### src/rtl/muldiv_seq.sv
// Multi-cycle RV32M multiply/divide sequencer for the EX stage.
// Radix-2 shift-add multiply and restoring divide, one bit per cycle, with a separate sign fix-up state.
module muldiv_seq #(
  parameter int XLEN  = 32,
  parameter int CNT_W = 5
) (
  input  logic            clk,
  input  logic            rst_n,
  input  logic            start,
  input  logic [2:0]      funct3,
  input  logic [XLEN-1:0] rs1,
  input  logic [XLEN-1:0] rs2,
  input  logic            flush,
  output logic            busy,
  output logic            done,
  output logic [XLEN-1:0] result,
  output logic [1:0]      state_dbg
);

  localparam logic [1:0] ST_IDLE = 2'd0;
  localparam logic [1:0] ST_CALC = 2'd1;
  localparam logic [1:0] ST_FIX  = 2'd2;
  localparam logic [1:0] ST_DONE = 2'd3;

  localparam logic [XLEN-1:0] MIN_NEG = {1'b1, {(XLEN-1){1'b0}}};

  logic [1:0]        state;
  logic [2:0]        f3;
  logic              neg_res;
  logic [CNT_W-1:0]  cnt;
  logic [2*XLEN-1:0] acc;   // product; low half doubles as dividend/quotient
  logic [XLEN-1:0]   opb;   // multiplicand or divisor magnitude
  logic [XLEN-1:0]   rem;

  logic              is_div, a_sgn, b_sgn, neg_a, neg_b;
  logic [XLEN-1:0]   mag_a, mag_b;
  logic              div_zero, ovf;
  logic [XLEN-1:0]   fast_res;
  logic [XLEN:0]     mul_sum;
  logic [XLEN:0]     shifted;
  logic [XLEN-1:0]   diff;
  logic              take;
  logic [2*XLEN-1:0] prod_fix;
  logic [XLEN-1:0]   quo_fix, rem_fix, fix_result;

  // Handshake: start is sampled only in IDLE; busy covers the accept cycle through FIX,
  // done is a single-cycle pulse decoded from DONE, and flush returns to IDLE from anywhere.
  assign busy      = (state == ST_IDLE) ? start : ((state == ST_CALC) || (state == ST_FIX));
  assign done      = (state == ST_DONE);
  assign state_dbg = state;

  always_comb begin
    is_div = funct3[2];
    a_sgn  = 1'b0;
    b_sgn  = 1'b0;
    case (funct3)
      3'b000, 3'b001, 3'b100, 3'b110: begin a_sgn = 1'b1; b_sgn = 1'b1; end
      3'b010:                         a_sgn = 1'b1;
      default: ;
    endcase
    neg_a    = a_sgn & rs1[XLEN-1];
    neg_b    = b_sgn & rs2[XLEN-1];
    mag_a    = neg_a ? (~rs1 + 1'b1) : rs1;
    mag_b    = neg_b ? (~rs2 + 1'b1) : rs2;
    div_zero = is_div && (rs2 == '0);
    ovf      = is_div && !funct3[0] && (rs1 == MIN_NEG) && (rs2 == '1);
    fast_res = '0;
    if (div_zero)
      fast_res = funct3[1] ? rs1 : '1;
    else if (ovf)
      fast_res = funct3[1] ? '0 : MIN_NEG;
  end

  always_comb begin
    mul_sum  = {1'b0, acc[2*XLEN-1:XLEN]} + (acc[0] ? {1'b0, opb} : '0);
    shifted  = {rem, acc[XLEN-1]};
    take     = (shifted >= {1'b0, opb});
    diff     = shifted[XLEN-1:0] - opb;
    prod_fix = neg_res ? (~acc + 1'b1) : acc;
    quo_fix  = neg_res ? (~acc[XLEN-1:0] + 1'b1) : acc[XLEN-1:0];
    rem_fix  = neg_res ? (~rem + 1'b1) : rem;
    case (f3)
      3'b000:                 fix_result = prod_fix[XLEN-1:0];
      3'b001, 3'b010, 3'b011: fix_result = prod_fix[2*XLEN-1:XLEN];
      3'b100, 3'b101:         fix_result = quo_fix;
      default:                fix_result = rem_fix;
    endcase
  end

  always_ff @(posedge clk) begin
    if (!rst_n) begin
      state   <= ST_IDLE;
      f3      <= '0;
      neg_res <= 1'b0;
      cnt     <= '0;
      acc     <= '0;
      opb     <= '0;
      rem     <= '0;
      result  <= '0;
    end else if (flush) begin
      state <= ST_IDLE;
    end else begin
      case (state)
        ST_IDLE: begin
          if (start) begin
            f3      <= funct3;
            neg_res <= (is_div && funct3[1]) ? neg_a : (neg_a ^ neg_b);
            cnt     <= '0;
            rem     <= '0;
            if (div_zero || ovf) begin
              result <= fast_res;
              state  <= ST_DONE;
            end else begin
              acc   <= {{XLEN{1'b0}}, (is_div ? mag_a : mag_b)};
              opb   <= is_div ? mag_b : mag_a;
              state <= ST_CALC;
            end
          end
        end
        ST_CALC: begin
          if (f3[2]) begin
            rem <= take ? diff : shifted[XLEN-1:0];
            acc <= {acc[2*XLEN-1:XLEN], acc[XLEN-2:0], take};
          end else begin
            acc <= {mul_sum, acc[XLEN-1:1]};
          end
          cnt <= cnt + 1'b1;
          if (cnt == {CNT_W{1'b1}})
            state <= ST_FIX;
        end
        ST_FIX: begin
          result <= fix_result;
          state  <= ST_DONE;
        end
        default: state <= ST_IDLE;
      endcase
    end
  end

endmodule

### config.mk
export PLATFORM = sky130hd
export DESIGN_NAME = muldiv_seq
export DESIGN_NICKNAME = d
export VERILOG_FILES = /design/src/rtl/muldiv_seq.sv
export SDC_FILE = /design/constraint.sdc
export NUM_CORES = 1
export LEC_CHECK = 0
export ABC_AREA = 0
export ABC_CLOCK_PERIOD_IN_PS = 10300
export CORE_UTILIZATION = 49
export CTS_CLUSTER_SIZE = 24
export DETAILED_ROUTE_END_ITERATION = 12
export PLACE_DENSITY = 0.69
export SETUP_SLACK_MARGIN = 0.2
export SYNTH_ARGS = -nofsm -noshare
export SYNTH_HDL_FRONTEND = slang
export SYNTH_SLANG_ARGS = --single-unit
### constraint.sdc
create_clock -name clk -period 10.3 [get_ports clk]
set_clock_uncertainty 0.2 [all_clocks]
set_input_delay 2.06 -clock clk [delete_from_list [all_inputs] [get_ports clk]]
set_output_delay 2.06 -clock clk [all_outputs]
set_load 0.005 [all_outputs]
==> impl_results.md <==
* FFs w/ async S/R, synth at 0%
* Hold Path Class: flip-flop to flip-flop
* Clk root buf: clkbuf_16
* Compound-gate portion of the synthesized area at 29.96%
* Reg2reg path depth at 11
* Chip height at 183.6 um
* Pin count of the biggest net entering global routing at 99
* Vias in the first global route at 16160
* RSZ-0062 raised after global routing: no
* Die ar. at 33690 um2
* Register Area at 3426 um2
* Synth unique cells at 89
* PwrDens at 112.4 nW/um2
* Slowest cell on the critical path: nor3_1
* Htree depth at 4
* CP peak stage delay at 890 ps
* Yosys reg bits at 171
* Latest clock arrival within the worst-skew pair at 450 ps
* Clock tree buffer depth at 2
* Critical path cell sequence: clkdlybuf4s50_1 -> nor2b_1 -> nor3b_1 -> nand2b_1 -> o211a_2 -> buf_4 -> nand2_1 -> nor3_1 -> nand3_1 -> o2bb2a_1 -> nand2_1
* PnR worst setup slack at 4022 ps
* Antenna violations before repair at 0
* Data required, critical path at 10480 ps
* Final Hold Fails at 0
* DR pass1 iterations at 8
* GRT Overall Usage at 38.42%
* Max_cap viols at 0
* Initial Utilization at 49.77%
* Final Power at 2005 uW
* Period utilization at 60.95%
* Largest family of logic cells by synthesized area: compound AO/OA/AOI/OAI gates
* Status: finished clean
* Antenna cell count at 0
* CTS Buf Count at 17
* Top Ports at 107
* Routed WL per cell at 24.12 um
* Synth Area in XOR/XNOR at 9.598%
* GP Congestion at 1.013
* Setup TNS at 0 ps
* Post-synth EDFFs at 0
* Slew HR at 17.79%
* Final min period at 6278 ps
* Synth Area in Adders at 6.135%
* Crit. End Element: flip-flop
* CTS tree: done
* Ys Warns at 0
* Sequential area share after synthesis at 21.19%
* Final setup vio count at 0
* Mapped Area at 16150 um2
* Crit-path most repeated cell: nand2_1
* Multiplexer share of the synthesized area at 3.501%
* Number of filler cells placed in the layout at 3186
* Leakage at 0.006751 uW
* Core area at 32450 um2
* Crit Path Category: primary input to flip-flop
* Gates resized, CTS repair at 0
* 1st-iter DRT viols at 2181
* Syn Area/Cell at 7.050 um2
* Post-route DRC violation count at 0
* Vias at 17920
* FF-to-FF setup slack at 4840 ps
* Gate count of the mapped netlist at 2291
* Fmax achieved at 159.3 MHz
* Clock transition at the registers of the reported paths at 70 ps
* Reg2reg end: acc[61]
* Slew @ Worst Pin at 1230 ps
* Post-synth top flop: dfxtp_1
* I/O Buffers at 106
* Critical path data arrival time at 6460 ps
* Final WL at 65.53 mm
* Hold Buf Count CTS at 0
* Critical-path maximum fanout at 68
* Total congestion overflow at 0
* DP Wirelength at 50.69 mm
* Pre-CTS WS at 3743 ps
* Finished Cell Area at 17840 um2
* Row count at 66
* CP startpoint kind: primary input
* Final ANT Viol Nets at 0
* Layout cells sized above 1 at 5.538%
* Final Net Count at 2412
* Worst hold stages at 2
* Hold EP: opb[10]
* Synth Area in Simple Gates at 23.47%
* CTS sink cnt at 171
* Synthesized net count at 2440
* Max-slew violations at 0
* Die width at 183.6 um
* Vias per std cell at 6.597
* Hold path start: opb[10]
* Synth-to-Final Area Change at 10.43%
* Footprint of the multi-input gates at 11750 um2
* Postcts setup bufs at 0
* Placed inst area at 17240 um2
* Global-route wire length before repair at 98.05 mm
* Max VDD drop at 0.1301 mV
* Reg-to-Reg Start: state_dbg[0]
[cells by family (layout without fill, tap and decap cells)]
group / count (synthesis) / in the layout
buffers and inverters: 256 / 240
AO/OA/AOI/OAI: 777 / 777
multiplexers: 53 / 53
adder cells (fa/ha/maj): 78 / 78
flip-flops: 171 / 171
AND/OR/NAND/NOR: 779 / 779
XOR/XNOR: 177 / 177
[per-stage QoR]
step                      hold slack, ps  cells  utilization [%]
after floorplan                    231.9   2291                -
after global placement             240.3   2686            53.12
after detailed placement           247.6   2686            53.12
after CTS                          257.1   2717            54.96
after global routing               270.1   2717            54.96
final                              256.6   2717            54.96
[per-layer routing]
metal / part of all wire (%) / GRT usage [%]
met4: 5.5 / 19.87
met2: 43 / 58.39
met3: 9.3 / 7.151
met1: 42 / 51.54
met5: 0 / 0
[layout by cell type, fill, tap and decap left out, types with 18 or more instances in the layout]
master,n
o22ai_1,18
mux2i_1,25
nand4_1,32
nand2_1,212
nor2_1,216
dfxtp_1,169
buf_4,19
mux2_2,28
and2_1,22
o31ai_1,32
ha_1,74
or4_1,21
a21oi_1,218
or3_1,23
a211oi_1,45
o41ai_1,20
a21o_1,33
xor2_1,103
xnor2_1,74
a31oi_1,42
o21ai_0,218
nand3_1,71
nor4_1,20
o211ai_1,25
inv_1,81
clkdlybuf4s50_1,104
nor3_1,64
and3_1,20
[cell type report]
type	instances	area share [%]
multi-input cells	1864	65.89
clock buffers	18	2.462
inverters	84	1.768
repair buffers	125	6.692
clock inverters	13	0.8838
well taps	442	3.100
flip-flops and latches	171	19.21
[flip-flops by register name, indices dropped and copies added, names as in the netlist]
| name | cells |
|---|---|
| f3 | 3 |
| state_dbg | 2 |
| opb | 32 |
| neg_res | 1 |
| result | 32 |
| rem | 32 |
| cnt | 5 |
| acc | 64 |
[synthesized netlist by cell type, types with 9 or more instances]
cell | count | share of area [%]
or4_1 | 21 | 0.98
a22oi_1 | 13 | 0.60
and2_1 | 22 | 0.85
a32oi_1 | 9 | 0.49
nor2_1 | 216 | 5.0
a211oi_1 | 45 | 2.1
nand3_1 | 71 | 2.2
mux2_2 | 28 | 2.0
a21o_1 | 33 | 1.5
o31ai_1 | 32 | 1.5
nor2b_1 | 12 | 0.46
xor2_1 | 103 | 5.6
nor3_1 | 64 | 2.0
nand2b_1 | 17 | 0.66
o22ai_1 | 18 | 0.70
clkbuf_1 | 144 | 3.3
or2_2 | 14 | 0.54
o41ai_1 | 20 | 1.1
ha_1 | 76 | 5.9
a21oi_1 | 219 | 6.8
nand4_1 | 32 | 1.2
a31oi_1 | 42 | 1.6
nor4_1 | 20 | 0.77
o211ai_1 | 25 | 1.2
inv_1 | 81 | 1.9
and3_1 | 20 | 0.77
dfxtp_1 | 171 | 21
mux2i_1 | 25 | 1.5
xnor2_1 | 74 | 4.0
or3_1 | 23 | 0.89
buf_1 | 15 | 0.35
nand2_1 | 212 | 4.9
o21ai_0 | 218 | 6.8
[power breakdown]
| group | switching, uW | internal, uW |
|---|---|---|
| clock | 308 | 370 |
| combinational | 395 | 212 |
| sequential | 37.3 | 683 |
[critical path, delay by kind of cell]
kind                   cells  cell delay, ps
buffers and inverters      2            1030
AO/OA/AOI/OAI              2             540
AND/OR/NAND/NOR            7            2780
[worst max-delay path by stage]
stage	start	endpoint	slack, ps	depth (start not counted)
floorplan	rs1[15]	acc[61]	5440	10
global placement	rs1[0]	acc[61]	3840	13
detailed placement	start	acc[61]	3740	11
CTS	start	acc[61]	4180	11
global route	start	acc[61]	3670	11
finish	start	acc[61]	4020	11
No activity file was read; power rests on OpenSTA's default activity.
